## src/rtl/ce_ls_sched.sv

```systemverilog
// LS-stage read scheduler: walks rx/tx/UE blocks of cfg_fftpts subcarriers, frames them, counts drain eops.
// Framing lags rd_en by RD_LAT cycles; ls_ready low freezes issue, in-flight beats still complete.
module ce_ls_sched #(
  parameter int RD_LAT  = 2,
  parameter int NRX_MAX = 8,
  parameter int NUE_MAX = 16,
  parameter int ADDR_W  = 14,
  localparam int RW = $clog2(NRX_MAX),
  localparam int UW = $clog2(NUE_MAX)
) (
  input  logic              clk,
  input  logic              rst_n,
  input  logic              start,
  input  logic              abort,
  input  logic [11:0]       cfg_fftpts,
  input  logic [3:0]        cfg_num_rx,
  input  logic [2:0]        cfg_num_tx,
  input  logic [4:0]        cfg_num_ue,
  input  logic [3:0]        cfg_gap,
  output logic              busy,
  output logic              done,
  output logic              err_cfg,
  output logic              rd_en,
  output logic [ADDR_W-1:0] rd_addr,
  input  logic              ls_ready,
  output logic              ls_sink_valid,
  output logic              ls_sink_sop,
  output logic              ls_sink_eop,
  output logic [1:0]        ls_tx_idx,
  output logic [UW-1:0]     ls_ue_idx,
  output logic [RW-1:0]     ls_rx_idx,
  input  logic              ls_source_eop
);

  localparam logic [3:0] NRX_LIM = 4'(NRX_MAX);
  localparam logic [4:0] NUE_LIM = 5'(NUE_MAX);

  typedef enum logic [1:0] {IDLE, RUN, GAP, DRAIN} state_t;

  typedef struct packed {
    logic          sop;
    logic          eop;
    logic [1:0]    tx;
    logic [UW-1:0] ue;
    logic [RW-1:0] rx;
  } beat_t;

  state_t            state;
  logic [11:0]       fftpts_q;
  logic [3:0]        num_rx_q;
  logic [2:0]        num_tx_q;
  logic [4:0]        num_ue_q;
  logic [3:0]        gap_q;
  logic [11:0]       sc;
  logic [UW-1:0]     ue;
  logic [1:0]        tx;
  logic [RW-1:0]     rx;
  logic [ADDR_W-1:0] rx_base;
  logic [3:0]        gap_cnt;
  logic [9:0]        eop_cnt;
  logic [9:0]        total;
  logic [9:0]        eop_nxt;

  logic sc_last, ue_last, tx_last, rx_last, all_last, cfg_bad;
  beat_t beat_in;

  logic  [RD_LAT-1:0] vld_pipe;
  beat_t [RD_LAT-1:0] beat_pipe;

  assign rd_en   = (state == RUN) & ls_ready;
  assign rd_addr = rx_base + ADDR_W'(sc);

  assign sc_last  = (sc == fftpts_q - 12'd1);
  assign ue_last  = (5'(ue) == num_ue_q - 5'd1);
  assign tx_last  = (3'(tx) == num_tx_q - 3'd1);
  assign rx_last  = (4'(rx) == num_rx_q - 4'd1);
  assign all_last = sc_last & ue_last & tx_last & rx_last;

  assign cfg_bad = (cfg_fftpts == 12'd0) | (cfg_num_rx == 4'd0) | (cfg_num_tx == 3'd0) |
                   (cfg_num_ue == 5'd0) | (cfg_num_rx > NRX_LIM) | (cfg_num_ue > NUE_LIM) |
                   (cfg_num_tx > 3'd4);

  assign eop_nxt = eop_cnt + {9'd0, busy & ls_source_eop};

  always_comb begin
    beat_in = '0;
    if (rd_en) begin
      beat_in.sop = (sc == 12'd0);
      beat_in.eop = sc_last;
      beat_in.tx  = tx;
      beat_in.ue  = ue;
      beat_in.rx  = rx;
    end
  end

  always_ff @(posedge clk or negedge rst_n) begin
    if (!rst_n) begin
      state    <= IDLE;
      busy     <= 1'b0;
      done     <= 1'b0;
      err_cfg  <= 1'b0;
      fftpts_q <= '0;
      num_rx_q <= '0;
      num_tx_q <= '0;
      num_ue_q <= '0;
      gap_q    <= '0;
      sc       <= '0;
      ue       <= '0;
      tx       <= '0;
      rx       <= '0;
      rx_base  <= '0;
      gap_cnt  <= '0;
      eop_cnt  <= '0;
      total    <= '0;
    end else begin
      done    <= 1'b0;
      err_cfg <= 1'b0;
      if (abort) begin
        state   <= IDLE;
        busy    <= 1'b0;
        sc      <= '0;
        ue      <= '0;
        tx      <= '0;
        rx      <= '0;
        rx_base <= '0;
        gap_cnt <= '0;
        eop_cnt <= '0;
      end else begin
        eop_cnt <= eop_nxt;
        case (state)
          IDLE: if (start) begin
            fftpts_q <= cfg_fftpts;
            num_rx_q <= cfg_num_rx;
            num_tx_q <= cfg_num_tx;
            num_ue_q <= cfg_num_ue;
            gap_q    <= cfg_gap;
            sc       <= '0;
            ue       <= '0;
            tx       <= '0;
            rx       <= '0;
            rx_base  <= '0;
            eop_cnt  <= '0;
            if (cfg_bad) begin
              err_cfg <= 1'b1;
            end else begin
              state <= RUN;
              busy  <= 1'b1;
              total <= 10'(cfg_num_rx) * 10'(cfg_num_tx) * 10'(cfg_num_ue);
            end
          end
          RUN: if (ls_ready) begin
            if (!sc_last) begin
              sc <= sc + 12'd1;
            end else begin
              sc <= '0;
              // ue innermost, rx outermost; rx base steps by fftpts instead of multiplying
              if (!ue_last) begin
                ue <= ue + UW'(1);
              end else begin
                ue <= '0;
                if (!tx_last) begin
                  tx <= tx + 2'd1;
                end else begin
                  tx <= '0;
                  if (!rx_last) begin
                    rx      <= rx + RW'(1);
                    rx_base <= rx_base + ADDR_W'(fftpts_q);
                  end else begin
                    rx      <= '0;
                    rx_base <= '0;
                  end
                end
              end
              if (all_last) begin
                state <= DRAIN;
              end else if (gap_q != 4'd0) begin
                state   <= GAP;
                gap_cnt <= gap_q;
              end
            end
          end
          GAP: begin
            if (gap_cnt <= 4'd1) state <= RUN;
            else gap_cnt <= gap_cnt - 4'd1;
          end
          DRAIN: if (eop_nxt == total) begin
            state   <= IDLE;
            busy    <= 1'b0;
            done    <= 1'b1;
            eop_cnt <= '0;
          end
          default: state <= IDLE;
        endcase
      end
    end
  end

  // Framing and indices ride the same delay as valid so they stay aligned with the read data
  always_ff @(posedge clk or negedge rst_n) begin
    if (!rst_n) begin
      vld_pipe  <= '0;
      beat_pipe <= '0;
    end else if (abort) begin
      vld_pipe  <= '0;
      beat_pipe <= '0;
    end else begin
      vld_pipe[0]  <= rd_en;
      beat_pipe[0] <= beat_in;
      for (int i = 1; i < RD_LAT; i++) begin
        vld_pipe[i]  <= vld_pipe[i-1];
        beat_pipe[i] <= beat_pipe[i-1];
      end
    end
  end

  assign ls_sink_valid = vld_pipe[RD_LAT-1];
  assign ls_sink_sop   = beat_pipe[RD_LAT-1].sop;
  assign ls_sink_eop   = beat_pipe[RD_LAT-1].eop;
  assign ls_tx_idx     = beat_pipe[RD_LAT-1].tx;
  assign ls_ue_idx     = beat_pipe[RD_LAT-1].ue;
  assign ls_rx_idx     = beat_pipe[RD_LAT-1].rx;

endmodule

```

## config.mk

```make
export PLATFORM = sky130hd
export DESIGN_NAME = ce_ls_sched
export DESIGN_NICKNAME = d
export VERILOG_FILES = /design/src/rtl/ce_ls_sched.sv
export SDC_FILE = /design/constraint.sdc
export NUM_CORES = 1
export LEC_CHECK = 0
export ABC_CLOCK_PERIOD_IN_PS = 3800
export CAP_MARGIN = 20
export CELL_PAD_IN_SITES_DETAIL_PLACEMENT = 0
export CELL_PAD_IN_SITES_GLOBAL_PLACEMENT = 1
export CORE_UTILIZATION = 48
export CTS_BUF_LIST = sky130_fd_sc_hd__clkbuf_4 sky130_fd_sc_hd__clkbuf_8
export DETAILED_ROUTE_END_ITERATION = 12
export GPL_TIMING_DRIVEN = 0
export HOLD_SLACK_MARGIN = 0.12
export PLACE_DENSITY = 0.88
export SETUP_SLACK_MARGIN = 0.02
export SLEW_MARGIN = 20
export SYNTH_ARGS = -nofsm -noshare
export SYNTH_HDL_FRONTEND = slang
export SYNTH_SLANG_ARGS = --single-unit
```

## constraint.sdc

```tcl
create_clock -name clk -period 3.8 [get_ports clk]
set_input_delay 0.57 -clock clk [delete_from_list [all_inputs] [get_ports clk]]
set_output_delay 0.57 -clock clk [all_outputs]
set_load 0.005 [all_outputs]
```

; Word-level counts from Yosys, hierarchy flattened
; Cells that the tools add are included.
[op_classes]
add_sub_neg = 12
mul = 2
n_div = 0
n_lt_le_gt_ge = 4
eq_ne = 20
shift = 0
n_mux = 70
bitwise_logic = 13
reduce_logical = 19
[op_table]
columns = operator, count
row1 = 14-bit 2-to-1 mux, 7
row2 = 12-bit 2-to-1 mux, 4
row3 = 4-bit 2-to-1 mux, 11
row4 = 2-bit 2-to-1 mux, 16
row5 = 10-bit 2-to-1 mux, 3
row6 = 3-bit != test (second input constant), 10
row7 = 14-bit by 12-bit adder with 14-bit output, 2
row8 = 14-bit case mux with 2 select lines, 1
row9 = 12-bit zero test, 2
row10 = 12-bit case mux with 2 select lines, 1
row11 = 22-bit 2-to-1 mux, 1
row12 = 3-bit 2-to-1 mux, 7
row13 = 10-bit case mux with 2 select lines, 1
row14 = 4-bit case mux with 2 select lines, 2
row15 = 12-bit by 1-bit adder with 12-bit output (second input constant), 1
row16 = 12-bit equality test, 1
row17 = 4-bit AND reduction, 3
row18 = 6-bit AND reduction, 2
row19 = 12-bit by 1-bit subtractor with 12-bit output (second input constant), 1
row20 = 1-bit 2-to-1 mux, 11
row21 = 11-bit 2-to-1 mux, 1
row22 = 10-bit by 1-bit adder with 10-bit output, 1
row23 = 10-bit equality test, 1
row24 = 7-bit by 5-bit multiplier with 10-bit output, 1
row25 = other kinds (34), 49
[totals]
regBits = 116
latchBits = 0
ramBits = 0
mem_bits_ro = 0
input_bits = 34
out_inout_bits = 30
elab_cells = 168
mem_count = 0

; Logic depth before layout (Yosys ltp)
; Gate-level depths: netlist of the first run.
[depth]
depth_word = 11
depth_mapped = 19
depth_no_buf = 18

; Least setup slack after synthesis of the first run
; No wires, ideal clock.
[synth_timing]
path_kind = input-to-reg
from = input port cfg_num_tx[0]
to = register total[9]
setup_ns = 0.136
arrival_time_ns = 4.817
t_required_ns = 3.664
slack_ns = -1.153
cell_stages = 18
n_path_buf = 1
cell_sequence = clkbuf_1 > and2_1 > fa_1 > ha_1 > inv_1 > fa_1 > xnor2_1 > and2_1 > fa_1 > fa_1 > inv_1 > fa_1 > inv_1 > ha_1 > a21oi_1 > o21ai_0 > xnor2_1 > o21ai_0
[synth_between]
elab_chain_cells = 8
elab_cells_between_ends = 11
cone_classes = mul (2) / order compare (1) / bitwise (6) / reduce/logical (2)
[synth_lines]
columns = item, line
row1 = start: declaration, 17  ; input logic [2:0] cfg_num_tx,
row2 = "parallel branches: the longest is 8 deep, another holds 7-bit by 5-bit multiplier with 10-bit output", --
row3 = end signal: assignment, 148  ; total <= 10'(cfg_num_rx) * 10'(cfg_num_tx) * 10'(cfg_num_ue);
row4 = end: declaration, 61  ; logic [9:0] total;
; Parallel ways; which one is timed is not known.
; A chain may end at the register's enable or synchronous reset.

; Worst setup path after layout of the first run
[layout_timing]
from = input port cfg_num_tx[1]
to = register total[8]
; The elaborated chain is that of the path after synthesis.

==> metrics.yaml, run 1 <==
timing:
  clock_skew_ns: 0.0153
  worst_pin_slew_ns: 0.964
  slew-limit-headroom_pct: 35.1
  min_period_ns: 4.34
  setup_viol: 5
  fin_ws_ns: -0.541
  hold_viol: 0
  hold-worst-slack_ns: 0.374
  fmax_mhz: 230
  setup_tns_ns: -1.84
  min_period_over_period_pct: 114
  rsz0062_at_grt: "yes"
  maxSlewViolCount: 0
die:
  start_util_pct: 49.4
  fp.coreArea_um2: 16700
  die_y_um: 133
  num_io_pins: 64
  die_w_um: 133
  rows: 47
  die_area_um2: 17700
logic_synthesis:
  syn_area_um2: 8250
  avgSynthCellArea_um2: 9.43
  ys.flop_type: "dfrtp_1"
  synth_commonest_cells: "116 x dfrtp_1, 84 x nand2_1, 61 x ha_1"
  seq_area_frac_synth_pct: 35.2
  async_flop_share_pct: 100
  syn-instance-count: 875
  synthTopCellsByArea: "dfrtp_1 35%, ha_1 9.2%, xnor2_1 5.4%"
  yosysWarnings: 0
  synth_edf_count: 0
  yosysUniqueCellTypes: 69
  ys_seq_elements: 116
  synth_top_area_share_pct: 35.2
  synth_area_leader_cell: "dfrtp_1"
  post-synth-top-count-cell: "dfrtp_1"
  syn-num-nets: 989
final_layout:
  drive_gt1_share_pct: 14.8
  final_area_um2: 9850
  final_util_pct: 59.0
  area_growth_pct: 19.3
  fin_nets: 1080
  diodes: 0
placement:
  port-buffer-count: 58
  place.gp.congestion: 0.868
  dpl_cell_area_um2: 9220
  dpl.hpwl_um: 14100
global_routing:
  grt_pass1_wl_um: 30800
  antenna_found_initial: 0
  grt_start_max_net_pins: 73
  grt_pass1_vias: 6037
  gr-total-overflow: 0
  grtUsageTotal_pct: 22.4
outcome:
  outcome: "finished with violations"
  violations: "negative setup slack"
setup_path:
  r2r_cells: 11
  critPathLaunchType: "input port"
  critPathCaptureType: "flip-flop"
  worstReg2RegStart: "fftpts_q[1]"
  path_max_fanout: 4
  path_cells: "buf_8, and2_4, fa_1, ha_2, inv_2, fa_2, xnor2_4, and2_4, fa_1, fa_1, inv_2, fa_1, inv_2, ha_4, a21o_1, a21oi_2, xor2_1, o21ai_1"
  critPathSlowestCell: "fa_1"
  rrSetupSlack_ns: 0.37
  cp_data_required_time_ns: 4.13
  rr_endpoint: "ue[3]"
  cp_common_cell: "fa_1"
  path_class: "in2reg"
  critPathMaxStageDelay_ns: 0.53
  critical_path_arrival_ns: 4.67
min_path:
  holdPathEnd: "num_rx_q[1]"
  hp-start: "cfg_num_rx[1]"
  hold_path.class: "in2reg"
  holdPathStages: 2
clock_tree:
  cts_tree: "done"
  clock_sinks: 116
  cts_buffers: 17
  cts_root_buf: "clkbuf_8"
  worstSkewPairLatency_ns: 0.46
  clk_path_buf_depth: 2
  htreeDepth: 4
  clkSlewWorstSetupHoldPaths_ns: 0.07
routing:
  wire_per_inst_um: 15.4
  dr.pass1.iters: 5
  wl_um: 18500
  via_per_inst: 5.34
  drc: 0
  drtIter0Drc: 428
  vias: 6405
  ant_nets: 0
power:
  p_leak_nw: 4.60
  power_density_nw_per_um2: 539
  power_w: 0.00531
  worst_ir_drop_vdd_uv: 337
run:
  cap_violations: 0
[through the flow]
stage               cells  setup WS [ns]
finish               1199         -0.541
floorplan             875         -0.831
detailed placement   1154          -1.60
global route         1199         -0.661
CTS                  1195         -0.533
global placement     1153          -2.41
[cell families (layout without fill, tap and decap cells)]
family / Yosys count / after routing / synth area share (%)
xor gates and xnor gates: 81 / 81 / 8.76
DFF: 116 / 116 / 35.2
muxes: 31 / 31 / 4.18
buffers and inverters: 99 / 203 / 5.15
and+or+nand+nor: 313 / 313 / 20.3
adders and majority gates: 80 / 80 / 13.9
AOI/OAI and AO/OA: 155 / 155 / 12.6
[registers in the layout, indices dropped and copies added (netlist names), 5 cells and up]
name,cells
beat_pipe,11
rx_base,14
sc,12
eop_cnt,10
fftpts_q,12
num_ue_q,5
total,10
[final cells by class]
| cell class | count | area (um^2) |
|---|---|---|
| repair buffers | 72 | 724 |
| well taps | 220 | 275 |
| flip-flops and latches | 116 | 2900 |
| multi-input cells | 660 | 5080 |
| clock buffers | 20 | 263 |
| clock inverters | 12 | 154 |
| inverters | 59 | 221 |
| plain buffers | 40 | 225 |
| fillers | 1491 | 6850 |
[critical path: cells and delay by family]
kind	cells	cell delay, ns
compound gates	3	0.36
xor+xnor	2	0.33
fa+ha+maj	7	2.86
buf+inv	4	0.23
simple gates	2	0.30
[routing by layer]
metal	routed length (um)	vias up	global-route usage, %
met3	753	27	4.03
li1	-	3216	-
met1	9240	3044	32.8
met2	8210	118	33.7
met4	287	0	7.32
met5	0	-	0
[layout by cell type, fill, tap and decap left out, types with 6 or more instances in the layout]
| cell type | instances |
|---|---|
| dfrtp_1 | 115 |
| clkbuf_1 | 21 |
| xnor2_1 | 47 |
| clkbuf_8 | 18 |
| fa_1 | 16 |
| buf_6 | 6 |
| a31oi_1 | 6 |
| and3_1 | 19 |
| ha_1 | 55 |
| a21oi_1 | 28 |
| nor2b_1 | 23 |
| nor3_1 | 17 |
| and2_1 | 20 |
| nor4_1 | 14 |
| nand2_1 | 84 |
| mux2_2 | 28 |
| xor2_1 | 29 |
| nor2_1 | 46 |
| o31ai_1 | 14 |
| inv_1 | 55 |
| clkdlybuf4s50_1 | 50 |
| o21ai_1 | 12 |
| a21o_1 | 18 |
| o21ai_0 | 30 |
| nand2b_1 | 11 |
| buf_4 | 22 |
| nand3_1 | 20 |
| or3_1 | 11 |
| or2_2 | 6 |
[power breakdown]
part / leakage (nW) / total, W / switching [W] / internal [W]
clock: 0.206 / 0.00120 / 0.000522 / 0.000681
sequential: 1.54 / 0.00178 / 0.000302 / 0.00148
combinational: 2.85 / 0.00233 / 0.00119 / 0.00114
[repair_timing]
item,4_1_cts,5_1_grt
endpoints found under the setup margin,7,9
hold buffers,1,0
pin swaps,15,17
hold endpoints to repair,44,0
buffers inserted,8,5
gates cloned,0,0
gates resized for setup,42,17
[how the worst max path moves through the flow]
stage	slack, ns	startpoint	end
after floorplan	-0.83	cfg_num_tx[0]	total[8]
after global placement	-2.41	rst_n	rx_base[9]
after detailed placement	-1.60	cfg_num_rx[0]	total[8]
after CTS	-0.53	cfg_num_tx[0]	total[8]
after global routing	-0.66	cfg_num_tx[1]	total[8]
final	-0.54	cfg_num_tx[1]	total[8]
Note: power is estimated with default switching activity, not from simulation.
==> run 2: changes to the inputs <==
--- a/config.mk
+++ b/config.mk
@@ -12,7 +12,6 @@
 export CORE_UTILIZATION = 48
 export CTS_BUF_LIST = sky130_fd_sc_hd__clkbuf_4 sky130_fd_sc_hd__clkbuf_8
 export DETAILED_ROUTE_END_ITERATION = 12
-export GPL_TIMING_DRIVEN = 0
 export HOLD_SLACK_MARGIN = 0.12
 export PLACE_DENSITY = 0.88
 export SETUP_SLACK_MARGIN = 0.02
==> run 2 against run 1 <==
Effect of this change:
- the flow still finishes with violations (negative setup slack)
- maximum frequency grew 1.3%
- sequential power is essentially flat
- sequential share of layout area grew 0.069 points
- clock power shrank 7%
- die area is the same
- via count grew 0.70%
- wire length shrank 2.1%
- clock-buffer cell count grew 1
- sequential cell count is the same
- clock skew grew 0.0011 ns
- worst setup slack gained 0.058 ns
- critical endpoint unchanged
==> metrics.yaml, run 2 (synthesized netlist as in run 1, its figures left out) <==
outcome:
  outcome: "finished with violations"
  violations: "negative setup slack"
timing:
  min_period_over_period_pct: 113  # -1.5 points
  setup_viol: 5  # unchanged
  hold_viol: 0  # unchanged
  maxSlewViolCount: 0  # unchanged
  fin_ws_ns: -0.484  # +0.0577 ns
  clock_skew_ns: 0.0164  # +0.00108 ns
  fmax_mhz: 233  # +1.3%
  slew-limit-headroom_pct: 52.8  # +18 points
  min_period_ns: 4.28  # -0.0577 ns
  hold-worst-slack_ns: 0.154  # -0.220 ns
  rsz0062_at_grt: "yes"
  worst_pin_slew_ns: 0.708  # -0.256 ns
die:
  num_io_pins: 64  # unchanged
  die_w_um: 133  # unchanged
  fp.coreArea_um2: 16700  # unchanged
  die_y_um: 133  # unchanged
  start_util_pct: 49.4  # unchanged
  rows: 47  # unchanged
  die_area_um2: 17700  # unchanged
setup_path:
  cp_common_cell: "fa_1"
  critPathCaptureType: "flip-flop"
  critical_path_arrival_ns: 4.58  # -0.09 ns
  crit_start: "cfg_num_tx[1]"
  cp.buffers_inverters: 3  # -1
  path_class: "in2reg"
  cp_top_family: "adder cells"
  cp_num_cells: 17  # -1
  path_cells: "buf_6, and2_4, fa_1, ha_2, inv_2, fa_2, nand2b_4, fa_1, fa_1, fa_1, inv_2, ha_4, a21o_1, a21o_1, a21oi_2, xor2_1, o21ai_1"
  critPathLaunchType: "input port"
  path_max_fanout: 3  # -1
  worstReg2RegStart: "fftpts_q[1]"
  r2r_cells: 11  # unchanged
  critPathMaxStageDelay_ns: 0.54  # about the same
  critPathSlowestCell: "fa_1"
  cp_data_required_time_ns: 4.10  # -0.03 ns
final_layout:
  top_register: "rx_base"
  top_regs: "rx_base (14), fftpts_q (12), sc (12)"
  final_cells: 1201  # +0.17%
  area_growth_pct: 19.1
  drive_gt1_share_pct: 16.2  # +1.4 points
  diodes: 0  # unchanged
  fin_nets: 1082  # +0.19%
  final_common_cell: "dfrtp_1"
  largest_reg_flops: 14  # unchanged
  final_cell_mix: "114 x dfrtp_1, 84 x nand2_1, 57 x ha_1"
  final_util_pct: 58.9  # -0.11 points
clock_tree:
  clk_path_buf_depth: 2  # unchanged
  cts_root_buf: "clkbuf_8"
  cts_hold_buf: 0  # -1
  clkSlewWorstSetupHoldPaths_ns: 0.07  # about the same
  clock_sinks: 116  # unchanged
  htreeDepth: 4  # unchanged
  cts_tree: "done"
  worstSkewPairLatency_ns: 0.45  # about the same
  cts_buffers: 17  # unchanged
routing:
  via_per_inst: 5.37  # +0.53%
  drtIter0Drc: 289  # -32%
  ant_nets: 0  # unchanged
  dr.pass1.iters: 5  # unchanged
  wl_um: 18100  # -2.1%
  wire_per_inst_um: 15.1  # -2.2%
  vias: 6450  # +0.70%
  drc: 0  # unchanged
power:
  p_leak_nw: 4.65  # +1.1%
  power_density_nw_per_um2: 525  # -2.5%
  power_w: 0.00517  # -2.7%
  worst_ir_drop_vdd_uv: 279  # -17%
run:
  cap_violations: 0  # unchanged
global_routing:
  grtUsageTotal_pct: 22.0  # -0.46 points
  grt_pass1_wl_um: 30700  # -0.58%
  gr-total-overflow: 0  # unchanged
  antenna_found_initial: 0  # unchanged
  grt_pass1_vias: 6201  # +2.7%
  grt_start_max_net_pins: 67  # -8.2%
placement:
  dp_slack_ns: -1.37  # +0.230 ns
  place.gp.congestion: 0.811  # -6.5%
  dpl.hpwl_um: 13800  # -2.4%
  dpl.cell_count: 1163  # +0.78%
  port-buffer-count: 63  # +8.6%
min_path:
  hold_path.class: "in2async"
-- run 2: layout make-up --
class                   count  area [um^2]
fillers                  1494         6870
clock buffers              21          289
well taps                 220          275
repair buffers            114         1020
clock inverters            11         98.8
inverters                  59          221
flip-flops and latches    116         2910
multi-input cells         660         5020
-- run 2: stage by stage --
| step | area, um^2 | TNS, ns |
|---|---|---|
| after floorplan | 8330 | -3.27 |
| after global placement | 9370 | -6.83 |
| after detailed placement | 9370 | -7.34 |
| after CTS | 9800 | -2.06 |
| after global routing | 9830 | -2.60 |
| final | 9830 | -1.77 |
-- run 2: repair_timing --
item | 4_1_cts | 5_1_grt
resized for setup | 35 | 5
setup endpoints to repair | 7 | 9
buffers inserted | 3 | 3
pin swaps | 21 | 8
-- run 2: worst reg2reg max path, cell delays in order (launching register included) --
cell and delay [ns]:
dfrtp_1 0.48, inv_1 0.08, ha_1 0.30, nor2b_1 0.17, or3_1 0.35, a31o_2 0.25, nand4bb_1 0.29, nor2_1 0.34
a22oi_4 0.08, buf_4 0.26, or4_1 0.53, nand3_1 0.09
-- run 2: final timing paths --
kind	to	slack (ns)
max in group asynchronous	ue[1]	2.86
setup / recovery	total[8]	-0.48
setup reg to reg	rx_base[13]	0.50
hold reg to reg	vld_pipe[1]	0.46
min in group clk	vld_pipe[1]	0.46
hold / removal	eop_cnt[6]	0.15
-- run 2: routing by layer --
metal	global-route usage, %	part of all wire [%]	vias up
met5	0	0	-
met4	5.30	0.92	0
met3	4.87	4.9	15
met2	34.2	45	134
met1	31.2	50	3091
li1	-	-	3210
-- run 2: report_power, final --
part	internal [W]	leakage, nW	switching [W]
Combinational	0.00113	2.92	0.00112
Clock	0.000586	0.194	0.000525
Sequential	0.00148	1.54	0.000321
==> run 3: changes to the inputs <==
--- a/config.mk
+++ b/config.mk
@@ -19,3 +19,4 @@
 export SYNTH_ARGS = -nofsm -noshare
 export SYNTH_HDL_FRONTEND = slang
 export SYNTH_SLANG_ARGS = --single-unit
+export TNS_END_PERCENT = 50
==> run 3 against run 2 <==
Effect of this change:
- largest cell class unchanged
- critical endpoint unchanged
- clock power up 14%
- highest routed layer unchanged
- the run still ends with negative setup slack left
- critical path depth up 1
- core utilization up 0.15 points
==> metrics.yaml, run 3 (synthesized netlist as in run 1, its figures left out) <==
setup_path:
  worstReg2RegStart: "fftpts_q[1]"
  path_class: "in2reg"
  critical_path_arrival_ns: 4.57  # about the same
  critPathCaptureType: "flip-flop"
  r2r_cells: 11  # unchanged
  rr_endpoint: "rx_base[13]"
  critPathLaunchType: "input port"
  rrSetupSlack_ns: 0.44  # -0.06 ns
  path_max_fanout: 4  # +1
  cp_data_required_time_ns: 4.09  # about the same
final_layout:
  top_regs: "rx_base (14), fftpts_q (12), sc (12)"
  final_cell_mix: "115 x dfrtp_1, 83 x nand2_1, 56 x inv_1"
  largest_reg_flops: 14  # unchanged
  multiInputGateArea_um2: 5050  # +0.57%
  regArea_um2: 2900  # about the same
  drive_gt1_share_pct: 16.0  # -0.18 points
  final_util_pct: 59.0  # +0.15 points
  fin_nets: 1075  # -0.65%
  fillers: 1499  # +0.33%
  top_register: "rx_base"
  final_cells: 1193  # -0.67%
  area_growth_pct: 19.4
  diodes: 0  # unchanged
  final_common_cell: "dfrtp_1"
global_routing:
  antenna_found_initial: 0  # unchanged
  grt_start_max_net_pins: 67  # unchanged
  gr-total-overflow: 0  # unchanged
  grt_pass1_vias: 6187  # -0.23%
  grtUsageTotal_pct: 22.0  # about the same
  grt_pass1_wl_um: 30800  # +0.61%
clock_tree:
  clkSlewWorstSetupHoldPaths_ns: 0.08  # about the same
  cts_buffers: 17  # unchanged
  cts_tree: "done"
  clock_sinks: 116  # unchanged
  clk_path_buf_depth: 2  # unchanged
  cts_hold_buf: 0  # unchanged
  worstSkewPairLatency_ns: 0.44  # about the same
  htreeDepth: 4  # unchanged
  cts_root_buf: "clkbuf_8"
routing:
  dr.pass1.iters: 5  # unchanged
  drc: 0  # unchanged
  wire_per_inst_um: 15.5  # +2.7%
  vias: 6439  # -0.17%
  ant_nets: 0  # unchanged
  wl_um: 18500  # +2.0%
  via_per_inst: 5.40  # +0.50%
  drtIter0Drc: 323  # +12%
timing:
  clock_skew_ns: 0.0176  # +0.00123 ns
  rsz0062_at_grt: "yes"
  worst_pin_slew_ns: 0.850  # +0.143 ns
  hold_viol: 0  # unchanged
  min_period_ns: 4.28  # -0.00429 ns
  setup_viol: 5  # unchanged
  hold-worst-slack_ns: 0.243  # +0.0892 ns
  setup_tns_ns: -1.82  # -0.0517 ns
  fin_ws_ns: -0.479  # +0.00429 ns
  fmax_mhz: 234  # +0.10%
  min_period_over_period_pct: 113  # -0.11 points
  maxSlewViolCount: 0  # unchanged
  slew-limit-headroom_pct: 43.3  # -9.5 points
placement:
  dpl.cell_count: 1160  # -0.26%
  place.gp.congestion: 0.796  # -1.8%
  dp_slack_ns: -1.38  # -0.0152 ns
  dpl.hpwl_um: 14100  # +2.2%
  port-buffer-count: 63  # unchanged
die:
  fp.coreArea_um2: 16700  # unchanged
  start_util_pct: 49.4  # unchanged
  die_y_um: 133  # unchanged
  die_w_um: 133  # unchanged
  num_io_pins: 64  # unchanged
  die_area_um2: 17700  # unchanged
  rows: 47  # unchanged
power:
  worst_ir_drop_vdd_uv: 360  # +29%
  p_leak_nw: 4.63  # -0.32%
  power_density_nw_per_um2: 541  # +3.0%
outcome:
  violations: "negative setup slack"
  outcome: "finished with violations"
min_path:
  hold_path.class: "in2async"
run:
  cap_violations: 0  # unchanged
==> run 3: layer usage <==
metal / vias up / track usage, % / wire length, um
li1: 3199 / - / -
met1: 3088 / 31.7 / 8870
met2: 141 / 34.2 / 8530
met3: 11 / 3.65 / 936
met4: 0 / 6.12 / 150
met5: - / 0 / 0
==> run 3: power by group <==
| group | switching, W | internal, W |
|---|---|---|
| Clock | 0.000485 | 0.000776 |
| Sequential | 0.000324 | 0.00148 |
| Combinational | 0.00114 | 0.00113 |
==> run 3: cell type report <==
class	instances	share of cell area, %
sequential	116	29.5
timing repair buffer	107	9.75
multi-input combinational	660	51.3
clock buffer	22	2.94
tap	220	2.79
inverter	59	2.25
clock inverter	9	1.54
==> run 3: metrics by stage <==
step           power (W)  cell area (um^2)
2_1_floorplan    0.00338              8320
3_5_place_dp     0.00404              9340
4_1_cts          0.00532              9790
6_report         0.00534              9860
5_1_grt          0.00572              9860
3_3_place_gp     0.00397              9340
==> run 3: how the worst max path moves through the flow <==
stage	start	end	slack, ns	cells past startpoint
floorplan	cfg_num_tx[0]	total[8]	-0.83	17
global placement	cfg_num_tx[2]	total[8]	-1.29	17
detailed placement	cfg_num_tx[2]	total[8]	-1.38	17
CTS	cfg_num_tx[0]	total[8]	-0.65	17
global route	cfg_num_tx[0]	total[8]	-0.60	18
finish	cfg_num_tx[0]	total[8]	-0.48	18
==> run 3: worst max-delay path, cell delays in order <==
cell	delay, ns
buf_8	0.09
and2_4	0.15
fa_1	0.54
ha_2	0.18
inv_2	0.04
fa_2	0.52
buf_4	0.12
nor2b_2	0.04
fa_1	0.47
fa_1	0.50
inv_1	0.05
fa_1	0.49
inv_2	0.05
ha_4	0.25
a21o_1	0.16
a21oi_2	0.12
xor2_1	0.15
o21ai_1	0.08
==> run 3: what timing repair did <==
| action | 4_1_cts | 5_1_grt |
|---|---|---|
| resized for setup | 34 | 15 |
| buffers inserted | 2 | 0 |
| endpoints found under the setup margin | 7 | 9 |
| pin swaps | 16 | 11 |
| endpoints found under the hold margin | 0 | 0 |
